File: config.mk
export PLATFORM = sky130hd
export DESIGN_NAME = spi_target_flat
export DESIGN_NICKNAME = d
export VERILOG_FILES = /design/src/rtl/spi_target_if.sv /design/src/rtl/spi_target.sv /design/src/flat_wrapper.sv
export SDC_FILE = /design/constraint.sdc
export NUM_CORES = 1
export LEC_CHECK = 0
export CAP_MARGIN = 20
export CORE_UTILIZATION = 35
export DETAILED_ROUTE_END_ITERATION = 8
export HOLD_SLACK_MARGIN = 0.03
export MAX_ROUTING_LAYER = met4
export REMOVE_ABC_BUFFERS = 1
export SLEW_MARGIN = 30
export SYNTH_ARGS = -nofsm -noshare
export SYNTH_HDL_FRONTEND = slang
export SYNTH_SLANG_ARGS = --single-unit
File: constraint.sdc
create_clock -name Clk -period 4.3 [get_ports Clk]
set_input_delay 0.43 -clock Clk [delete_from_list [all_inputs] [get_ports Clk]]
set_output_delay 0.43 -clock Clk [all_outputs]
set_load 0.05 [all_outputs]
File: src/rtl/spi_target_if.sv
// Bundle of SPI pins and controller-side byte handshakes for spi_target.
interface spi_target_if;
  // Handshakes: TxReq is a level that holds TxData until the one-cycle TxAck
  // pulse marks the load into the shifter; RxAdv holds RxData valid until the
  // controller raises RxAck, which clears RxAdv on the next clock edge.
  logic       SCLK;
  logic       MOSI;
  logic       SCE;
  logic       MISO;
  logic       MisoOe;
  logic [7:0] TxData;
  logic       TxReq;
  logic       TxAck;
  logic [7:0] RxData;
  logic       RxAdv;
  logic       RxAck;
  logic       Overrun;
  logic       Busy;
  logic [7:0] OverrunCount;

  modport slave (
    input  SCLK, MOSI, SCE, TxData, TxReq, RxAck,
    output MISO, MisoOe, TxAck, RxData, RxAdv, Overrun, Busy, OverrunCount
  );

  modport master (
    output SCLK, MOSI, SCE, TxData, TxReq, RxAck,
    input  MISO, MisoOe, TxAck, RxData, RxAdv, Overrun, Busy, OverrunCount
  );
endinterface

File: src/rtl/spi_target.sv
// SPI mode-0 target: oversampled SCLK/MOSI/SCE, MSB-first byte shifting both ways.
// Define SPI_TGT_OVERRUN_CNT_EN to build the saturating OverrunCount register.
module spi_target #(
  parameter int         SYNC_STAGES = 2,
  parameter logic [7:0] IDLE_BYTE   = 8'hFF
) (
  input  logic           Clk,
  input  logic           Reset,
  spi_target_if.slave    bus,
  output logic [1:0]     dbg_state_o
);

  typedef enum logic [1:0] {
    WAIT_IDLE = 2'd0,
    IDLE      = 2'd1,
    ACTIVE    = 2'd2
  } state_t;

  state_t                 state_q;
  logic [SYNC_STAGES-1:0] sclk_sync_q, mosi_sync_q, sce_sync_q;
  logic                   sclk_prev_q, sce_prev_q;
  logic [2:0]             bit_cnt_q;
  logic [6:0]             rx_shift_q;
  logic [6:0]             tx_shift_q;
  logic                   byte_done_q;
  logic                   miso_q, miso_oe_q, busy_q;
  logic                   tx_ack_q, overrun_q, rx_adv_q;
  logic [7:0]             rx_data_q;

  logic sclk_s, mosi_s, sce_s;
  logic sclk_rise, sclk_fall, sce_fall, sce_rise;
  logic [7:0] tx_load_d;

  assign sclk_s    = sclk_sync_q[SYNC_STAGES-1];
  assign mosi_s    = mosi_sync_q[SYNC_STAGES-1];
  assign sce_s     = sce_sync_q[SYNC_STAGES-1];
  assign sclk_rise = sclk_s & ~sclk_prev_q;
  assign sclk_fall = ~sclk_s & sclk_prev_q;
  assign sce_fall  = ~sce_s & sce_prev_q;
  assign sce_rise  = sce_s & ~sce_prev_q;
  assign tx_load_d = bus.TxReq ? bus.TxData : IDLE_BYTE;

  // SCE synchronizer resets to "selected" so WAIT_IDLE cannot leave before a
  // genuine high SCE has propagated through the flops.
  always_ff @(posedge Clk) begin
    if (Reset) begin
      sclk_sync_q <= '0;
      mosi_sync_q <= '0;
      sce_sync_q  <= '0;
      sclk_prev_q <= 1'b0;
      sce_prev_q  <= 1'b0;
      state_q     <= WAIT_IDLE;
      bit_cnt_q   <= 3'd0;
      rx_shift_q  <= 7'd0;
      tx_shift_q  <= 7'd0;
      byte_done_q <= 1'b0;
      miso_q      <= 1'b1;
      miso_oe_q   <= 1'b0;
      busy_q      <= 1'b0;
      tx_ack_q    <= 1'b0;
      overrun_q   <= 1'b0;
      rx_adv_q    <= 1'b0;
      rx_data_q   <= 8'h00;
    end else begin
      sclk_sync_q <= {sclk_sync_q[SYNC_STAGES-2:0], bus.SCLK};
      mosi_sync_q <= {mosi_sync_q[SYNC_STAGES-2:0], bus.MOSI};
      sce_sync_q  <= {sce_sync_q[SYNC_STAGES-2:0], bus.SCE};
      sclk_prev_q <= sclk_s;
      sce_prev_q  <= sce_s;
      tx_ack_q    <= 1'b0;
      overrun_q   <= 1'b0;
      if (bus.RxAck) rx_adv_q <= 1'b0;

      case (state_q)
        WAIT_IDLE: begin
          if (sce_s) state_q <= IDLE;
        end
        IDLE: begin
          miso_q    <= 1'b1;
          miso_oe_q <= 1'b0;
          busy_q    <= 1'b0;
          if (sce_fall) begin
            tx_shift_q  <= tx_load_d[6:0];
            miso_q      <= tx_load_d[7];
            tx_ack_q    <= bus.TxReq;
            bit_cnt_q   <= 3'd0;
            byte_done_q <= 1'b0;
            miso_oe_q   <= 1'b1;
            busy_q      <= 1'b1;
            state_q     <= ACTIVE;
          end
        end
        ACTIVE: begin
          if (sce_rise) begin
            bit_cnt_q   <= 3'd0;
            byte_done_q <= 1'b0;
            miso_q      <= 1'b1;
            miso_oe_q   <= 1'b0;
            busy_q      <= 1'b0;
            state_q     <= IDLE;
          end else if (sclk_rise) begin
            rx_shift_q <= {rx_shift_q[5:0], mosi_s};
            if (bit_cnt_q == 3'd7) begin
              // A completing byte overrides a same-cycle RxAck.
              rx_data_q   <= {rx_shift_q, mosi_s};
              rx_adv_q    <= 1'b1;
              overrun_q   <= rx_adv_q & ~bus.RxAck;
              bit_cnt_q   <= 3'd0;
              byte_done_q <= 1'b1;
            end else begin
              bit_cnt_q <= bit_cnt_q + 3'd1;
            end
          end else if (sclk_fall) begin
            if (byte_done_q) begin
              tx_shift_q  <= tx_load_d[6:0];
              miso_q      <= tx_load_d[7];
              tx_ack_q    <= bus.TxReq;
              byte_done_q <= 1'b0;
            end else begin
              miso_q     <= tx_shift_q[6];
              tx_shift_q <= {tx_shift_q[5:0], 1'b0};
            end
          end
        end
        default: state_q <= WAIT_IDLE;
      endcase
    end
  end

`ifdef SPI_TGT_OVERRUN_CNT_EN
  logic [7:0] ovr_cnt_q;

  always_ff @(posedge Clk) begin
    if (Reset) begin
      ovr_cnt_q <= 8'h00;
    end else if (overrun_q && ovr_cnt_q != 8'hFF) begin
      ovr_cnt_q <= ovr_cnt_q + 8'd1;
    end
  end

  assign bus.OverrunCount = ovr_cnt_q;
`else
  assign bus.OverrunCount = 8'h00;
`endif

  assign bus.MISO    = miso_q;
  assign bus.MisoOe  = miso_oe_q;
  assign bus.TxAck   = tx_ack_q;
  assign bus.RxData  = rx_data_q;
  assign bus.RxAdv   = rx_adv_q;
  assign bus.Overrun = overrun_q;
  assign bus.Busy    = busy_q;
  assign dbg_state_o = state_q;

endmodule

File: src/flat_wrapper.sv
// flat-port wrapper written by rule: the top's interface ports become plain ports
module spi_target_flat 
#(
  parameter int         SYNC_STAGES = 2,
  parameter logic [7:0] IDLE_BYTE   = 8'hFF
)
  (Clk, Reset, dbg_state_o, bus_SCLK, bus_MOSI, bus_SCE, bus_TxData, bus_TxReq, bus_RxAck, bus_MISO, bus_MisoOe, bus_TxAck, bus_RxData, bus_RxAdv, bus_Overrun, bus_Busy, bus_OverrunCount);
  spi_target_if bus_i ();
  input  logic Clk;
  input  logic Reset;
  output logic [1:0] dbg_state_o;
  input wire logic [$bits(bus_i.SCLK)-1:0] bus_SCLK;
  input wire logic [$bits(bus_i.MOSI)-1:0] bus_MOSI;
  input wire logic [$bits(bus_i.SCE)-1:0] bus_SCE;
  input wire logic [$bits(bus_i.TxData)-1:0] bus_TxData;
  input wire logic [$bits(bus_i.TxReq)-1:0] bus_TxReq;
  input wire logic [$bits(bus_i.RxAck)-1:0] bus_RxAck;
  output wire logic [$bits(bus_i.MISO)-1:0] bus_MISO;
  output wire logic [$bits(bus_i.MisoOe)-1:0] bus_MisoOe;
  output wire logic [$bits(bus_i.TxAck)-1:0] bus_TxAck;
  output wire logic [$bits(bus_i.RxData)-1:0] bus_RxData;
  output wire logic [$bits(bus_i.RxAdv)-1:0] bus_RxAdv;
  output wire logic [$bits(bus_i.Overrun)-1:0] bus_Overrun;
  output wire logic [$bits(bus_i.Busy)-1:0] bus_Busy;
  output wire logic [$bits(bus_i.OverrunCount)-1:0] bus_OverrunCount;
  assign bus_i.SCLK = bus_SCLK;
  assign bus_i.MOSI = bus_MOSI;
  assign bus_i.SCE = bus_SCE;
  assign bus_i.TxData = bus_TxData;
  assign bus_i.TxReq = bus_TxReq;
  assign bus_i.RxAck = bus_RxAck;
  assign bus_MISO = bus_i.MISO;
  assign bus_MisoOe = bus_i.MisoOe;
  assign bus_TxAck = bus_i.TxAck;
  assign bus_RxData = bus_i.RxData;
  assign bus_RxAdv = bus_i.RxAdv;
  assign bus_Overrun = bus_i.Overrun;
  assign bus_Busy = bus_i.Busy;
  assign bus_OverrunCount = bus_i.OverrunCount;
  spi_target #(.SYNC_STAGES(SYNC_STAGES), .IDLE_BYTE(IDLE_BYTE)) u_core (.Clk(Clk), .Reset(Reset), .bus(bus_i), .dbg_state_o(dbg_state_o));
endmodule
==> summary.txt, run 1 <==
Status
  • Status: completed

Clock tree
  • Worst-skew pair later-pin latency: 290 ps
  • CTS Buf Count: 5
  • Clock transition at path regs: approximately 80 ps
  • H-tree Lvls: 2
  • Root buffer cell: clkbuf_8
  • Clock Sink Count: 41
  • Clock buffer depth: 2
  • Post-cts resize count: 0
  • Buffer count from post-CTS setup fixing: 0
  • CTS tree: built
  • Hold_buf cts: 0

GRT
  • Initial antenna violation count: 0
  • Vias in the first global route: 1338
  • Total grt overflow: 0
  • First-pass GRT wire length: between 5 and 6 mm
  • Largest net degree at the start of global routing: 28
  • Gr usage total: between 10% and 20%

Synth
  • Yosys cell types: 34
  • Area contributors post-synth: dfxtp_1 (44%), a21oi_1 (7.7%), nand2_1 (5.6%), ha_1 (5.3%), o21ai_0 (4.0%)
  • Seq/Total Area, Yosys: between 40% and 50%
  • Synth Cell Area: 0.00188 mm²
  • Synthesized netlist cell count: 224
  • Main synth FF type: dfxtp_1
  • Yosys warnings: 0
  • Asr flop ratio synth: 0%
  • FF+latch count, synth: 41
  • Post-synth top area share: between 40% and 50%
  • Post-synth top area cell: dfxtp_1
  • Post-synth EDFFs: 0
  • Mean post-synth cell area: between 8 and 9 µm²

Die
  • Starting Density: between 30% and 40%
  • # IOs: 39
  • Die area: 0.00568 mm²
  • Num rows: 26
  • Die Span Y: 75.4 µm
  • Die X: 75.4 µm
  • Core Region: 0.00514 mm²

STA
  • Max-slew violations: 0
  • Min Tclk post-route: 2150 ps
  • Final setup fails: 0
  • RSZ-0062 raised after global routing: no
  • Setup TNS: 0 ps
  • Relative slew margins: between 50 and 60%
  • Fin. Hold Viols: 0
  • Final worst-path cycle share: between 40% and 50%
  • Fmax achieved: 466 MHz
  • Worst Max-Slew Pin Slew: between 600 and 700 ps
  • Clock Skew: between 5 and 6 ps

Cells and area
  • Core Util, Final: 44.5%
  • Layout net count: 269
  • Synth-to-Final Area Change: 21.4%
  • Share of cells above drive strength 1: 4.45%
  • Diode count: 0

Power
  • Leakage: 0.810 nW
  • Pint: roughly 670 µW
  • Tot Pwr: 931 µW
  • Switching Share: 28.5%
  • Power per cell area: around 400 mW/mm²
  • Combinational share of power: 20.1%
  • Peak VDD IR: 205 µV
  • Sw Pwr: 265 µW
  • Sequential share of power: 45.4%
  • Clk pwr share: 34.5%

Placed design
  • I/O Buffers: 30
  • DPL Wire Length: 2.36 mm
  • GPL Wtd Cong: 0.774

Hold path
  • Worst Hold Class: register to register
  • Hold Startpoint: u_core.mosi_sync_q[0]
  • Hold Crit Endpoint: u_core.mosi_sync_q[1]
  • Worst Hold Depth: 1

Route
  • Vias: 1524
  • Initial DRC Count: 88
  • DR pass1 iterations: 4
  • Via density: between 4 and 5
  • DRC: 0
  • Drt wl/cell: 11.2 µm
  • Drt total wl: 3.54 mm
  • DRT antenna net count: 0

Critical path
  • R2R setup slack: 2150 ps
  • RR Startpoint: u_core.dbg_state_o[0]
  • WP data arrival: 2380 ps
  • Setup crit start kind: register
  • Crit-path max FO: 18
  • Reg2reg end: u_core.tx_shift_q[6]
  • Setup crit end kind: register
  • Peak per-stage delay on the critical path: 490 ps
  • Worst path required time: 4530 ps
  • Critical path class: register to register
  • Cell Chain, Critical Path: inv_1 > ha_1 > nand2b_1 > nor3b_1 > or4_1 > a21oi_1
  • Worst path slowest cell: ha_1
  • Worst Reg-to-Reg Cells: 6

Run
  • Maxcap violations: 0
[stage by stage]
| stage | setup slack (ps) | hold slack, ps | cell area, µm² | instances |
|---|---|---|---|---|
| 5_1_grt | 1960 | 460 | 2290 | 317 |
| 3_5_place_dp | 2180 | 420 | 2160 | 309 |
| 3_3_place_gp | 2250 | 416 | 2160 | 309 |
| 2_1_floorplan | 2110 | 414 | 1770 | 208 |
| 4_1_cts | 2160 | 440 | 2280 | 317 |
| 6_report | 2150 | 438 | 2290 | 317 |
[Yosys cell counts, types with 4 or more instances]
cell type / n
a21oi_1: 29
buf_2: 5
buf_4: 9
clkbuf_1: 7
dfxtp_1: 41
ha_1: 8
inv_1: 6
nand2_1: 28
nand2b_1: 4
nand3_1: 13
nor2_1: 9
nor2b_1: 8
nor3b_1: 6
o21ai_0: 15
or4_1: 7
[layout by cell type (no fill, tap or decap), types with 6 or more instances in the layout]
cell type | synthesis | layout
nand2_1 | 28 | 28
inv_1 | 6 | 6
or4_1 | 7 | 7
conb_1 | 1 | 8
clkdlybuf4s50_1 | 0 | 30
nor3b_1 | 6 | 6
ha_1 | 8 | 8
nand3_1 | 13 | 13
o21ai_0 | 15 | 15
a21oi_1 | 29 | 29
clkbuf_8 | 0 | 6
nor2_1 | 9 | 9
dfxtp_1 | 41 | 41
nor2b_1 | 8 | 8
[power by group through the flow]
stage | Sequential, mW | Combinational [mW] | Clock (mW)
after floorplan | 0.452 | 0.105 | 0
after global placement | 0.431 | 0.183 | 0
after detailed placement | 0.431 | 0.186 | 0
after CTS | 0.422 | 0.186 | 0.334
after global routing | 0.426 | 0.207 | 0.348
final | 0.422 | 0.187 | 0.321
[worst max path at each step]
stage,startpoint,to,slack (ps),cells past startpoint
global route,u_core.dbg_state_o[0],u_core.tx_shift_q[1],1960,6
detailed placement,u_core.dbg_state_o[0],u_core.tx_shift_q[6],2180,6
finish,u_core.dbg_state_o[0],u_core.tx_shift_q[6],2150,6
global placement,u_core.dbg_state_o[0],u_core.tx_shift_q[2],2250,6
floorplan,u_core.dbg_state_o[1],u_core.tx_shift_q[1],2110,5
CTS,u_core.dbg_state_o[0],u_core.tx_shift_q[3],2160,6
[logic make-up (layout without fill, tap and decap cells)]
kind of cell / count (synthesis) / after routing / synth area share, %
AOI/OAI and AO/OA: 58 / 58 / 17.6
adders and majority gates: 8 / 8 / 5.31
buffers and inverters: 29 / 45 / 8.70
DFF: 41 / 41 / 43.6
other: 1 / 8 / 0.199
and+or+nand+nor: 87 / 87 / 24.6
[area by class of cell]
| cell class | instances | area [µm²] |
|---|---|---|
| fillers | 536 | 2850 |
| multi-input cells | 161 | 930 |
| flip-flops and latches | 41 | 821 |
| repair buffers | 31 | 308 |
| well taps | 70 | 87.6 |
| clock buffers | 6 | 82.6 |
| clock inverters | 2 | 37.5 |
| inverters | 6 | 22.5 |
[worst max-delay path, delay by kind of cell, from the launching register on]
family,cells,cell delay (ps)
buffers and inverters,1,90
DFF,1,350
and+or+nand+nor,3,1000
adders and majority gates,1,490
AOI/OAI and AO/OA,1,150
[metal layers]
layer	vias up	share of wire, %	global-route usage (%)
li1	807	-	-
met1	682	50	17.3
met2	31	44	21.7
met3	4	4.3	4.10
met4	0	1.8	6.17
met5	-	0	-
[registers in the layout, indices dropped and copies added, names as in the netlist, 2 cells and up]
register / flops
u_core.bus.RxData: 8
u_core.rx_shift_q: 7
u_core.tx_shift_q: 7
u_core.bit_cnt_q: 3
u_core.dbg_state_o: 2
u_core.mosi_sync_q: 2
u_core.sce_sync_q: 2
u_core.sclk_sync_q: 2
No activity file was read; power rests on OpenSTA's default activity.
==> run 2, diff against run 1 <==
clock period = 1.86 ns   (was 4.3 ns; I/O delays follow)
==> run 2 against run 1 <==
Power grew 130%. Hold slack lost 3.2 ps. Sequential power grew 130%. Routed wire length grew 5.7%. Sequential share of layout area shrank 2.0 points. Final cell count grew 4.1%. Critical path type is now register to primary output. Largest cell class unchanged. Largest power group unchanged.
==> summary.txt, run 2 (synthesis gave the netlist of run 1 again) <==
Status
  • Status: completed

GRT
  • Vias in the first global route: 1340 (+0.15%)
  • Initial antenna violation count: 0 (unchanged)
  • First-pass GRT wire length: 6.07 mm (+3.2%)
  • Largest net degree at the start of global routing: 29 (+3.6%)
  • Total grt overflow: 0 (unchanged)
  • Gr usage total: 14.5% (+0.38 points)

Placed design
  • Cells after DPL: 322 (+4.2%)
  • Placed Area: 0.00230 mm² (+6.2%)
  • DPL Wire Length: 2.50 mm (+5.9%)
  • GPL Wtd Cong: 0.806 (+4.1%)
  • Post-place setup slack: 78.5 ps (-2110 ps)
  • I/O Buffers: 30 (unchanged)

Clock tree
  • Clock Sink Count: 41 (unchanged)
  • CTS Buf Count: 5 (unchanged)
  • Root buffer cell: clkbuf_8
  • Clock buffer depth: 2 (unchanged)
  • Clock transition at path regs: 80 ps (about the same)
  • H-tree Lvls: 2 (unchanged)
  • Worst-skew pair later-pin latency: 290 ps (about the same)
  • CTS tree: built
  • Hold_buf cts: 0 (unchanged)

Cells and area
  • Share of cells above drive strength 1: 9.62% (+5.2 points)
  • Design Area, Final: 0.00242 mm² (+5.9%)
  • Non-filler instance count after layout: 330 (+4.1%)
  • Max FFs per register: 8 (unchanged)
  • Core Util, Final: 47.1% (+2.6 points)
  • Synth-to-Final Area Change: 28.6%
  • Fillcell total: 537 (+0.19%)
  • Commonest non-fill, non-tap cell in the layout: dfxtp_1
  • Most frequent cells in the layout: dfxtp_1 (41), clkdlybuf4s50_1 (30), a21oi_1 (29)
  • Layout net count: 283 (+5.2%)
  • Diode count: 0 (unchanged)

STA
  • Fin. Hold Viols: 0 (unchanged)
  • Final worst-path cycle share: between 90% and 100%
  • Final worst setup slack: 102 ps (-2050 ps)
  • RSZ-0062 raised after global routing: no
  • Relative slew margins: 66.6% (+9.5 points)
  • Clock Skew: 6.29 ps (+0.766 ps)
  • Fmax achieved: 569 MHz
  • Min Tclk post-route: approximately 1800 ps
  • Max-slew violations: 0 (unchanged)
  • Final setup fails: 0 (unchanged)
  • Setup TNS: 0 ps (unchanged)
  • Final Hold Slack: 435 ps (-3.16 ps)
  • Worst Max-Slew Pin Slew: 499 ps (-142 ps)

Route
  • Vias: 1589 (+4.3%)
  • Drt wl/cell: 11.4 µm (+1.5%)
  • DRC: 0 (unchanged)
  • Drt total wl: 3.75 mm (+5.7%)
  • Initial DRC Count: 124 (+41%)
  • Via density: 4.82 (+0.16%)
  • DR pass1 iterations: 4 (unchanged)
  • DRT antenna net count: 0 (unchanged)

Critical path
  • Peak per-stage delay on the critical path: 790 ps (+300 ps)
  • Worst path required time: 1670 ps (-2860 ps)
  • Setup crit end kind: primary output
  • WP buf/inv: 2 (+1)
  • Worst path slowest cell: clkdlybuf4s50_1
  • Crit-path max FO: 3 (-15)
  • Critical path class: register to primary output
  • Cell Chain, Critical Path: buf_4 > clkdlybuf4s50_1
  • Setup crit start kind: register
  • Top Family by Delay on Critical Path: buffers and inverters
  • WP data arrival: 1570 ps (-810 ps)

Die
  • Die X: 75.4 µm (unchanged)
  • # IOs: 39 (unchanged)
  • Core Region: 0.00514 mm² (unchanged)
  • Starting Density: 36.7% (unchanged)
  • Die Span Y: 75.4 µm (unchanged)
  • Die area: 0.00568 mm² (unchanged)
  • Num rows: 26 (unchanged)

Power
  • Peak VDD IR: 415 µV (+100%)
  • Tot Pwr: 2.18 mW (+130%)
  • Leakage: 0.889 nW (+9.8%)
  • Power per cell area: 899 mW/mm² (+120%)

Hold path
  • Worst Hold Class: register to register

Run
  • Maxcap violations: 0 (unchanged)
==> run 2: cell types whose count changed in the layout (fill, tap and decap cells not counted) <==
cell	before	now
nand2b_1	4	3
a21boi_2	1	0
buf_12	0	3
and2b_1	2	1
o21ai_2	1	0
and2b_2	0	1
clkinv_2	0	1
clkbuf_8	6	5
buf_4	1	12
nand2b_2	0	1
o21ai_1	0	1
a21boi_4	0	1
clkinvlp_4	1	0
==> run 2: worst paths after layout <==
kind / startpoint / endpoint / slack, ps / cells past startpoint
min: u_core.sclk_sync_q[0] / u_core.sclk_sync_q[1] / 430 / 1
max reg2reg: u_core.dbg_state_o[0] / u_core.tx_shift_q[3] / 130 / 6
min reg2reg: u_core.sclk_sync_q[0] / u_core.sclk_sync_q[1] / 430 / 1
max: u_core.dbg_state_o[0] / dbg_state_o[0] / 100 / 2
==> run 2: where the power goes <==
part,internal (mW),switching [mW],total [mW]
sequential,0.941,0.0315,0.972
combinational,0.223,0.291,0.514
clock,0.390,0.302,0.692
==> run 2: what timing repair did <==
action / 4_1_cts / 5_1_grt
buffers inserted: 0 / 1
resized for setup: 0 / 3
endpoints found under the setup margin: 0 / 6
==> run 2: layer usage <==
metal	part of all wire, %	routed length [µm]	up-vias	global-route usage [%]
met5	0	0	-	-
met4	1.6	59	0	6.17
met3	3.7	139	8	3.70
met2	44	1660	31	21.7
met1	50	1880	717	18.6
li1	-	-	833	-
==> run 2: worst register-to-register path, stage by stage (launching register included) <==
cell,delay (ps)
dfxtp_1,360
inv_1,70
ha_1,300
o21ai_1,100
buf_12,160
or4_1,510
a21oi_1,160
==> run 2: area by class of cell <==
type	instances	area (µm²)	share of cell area [%]
clock buffer	5	68.8	2.84
clock inverter	2	35.0	1.45
sequential	41	821	33.9
inverter	6	22.5	0.930
timing repair buffer	45	450	18.6
multi-input combinational	161	937	38.7
tap	70	87.6	3.62
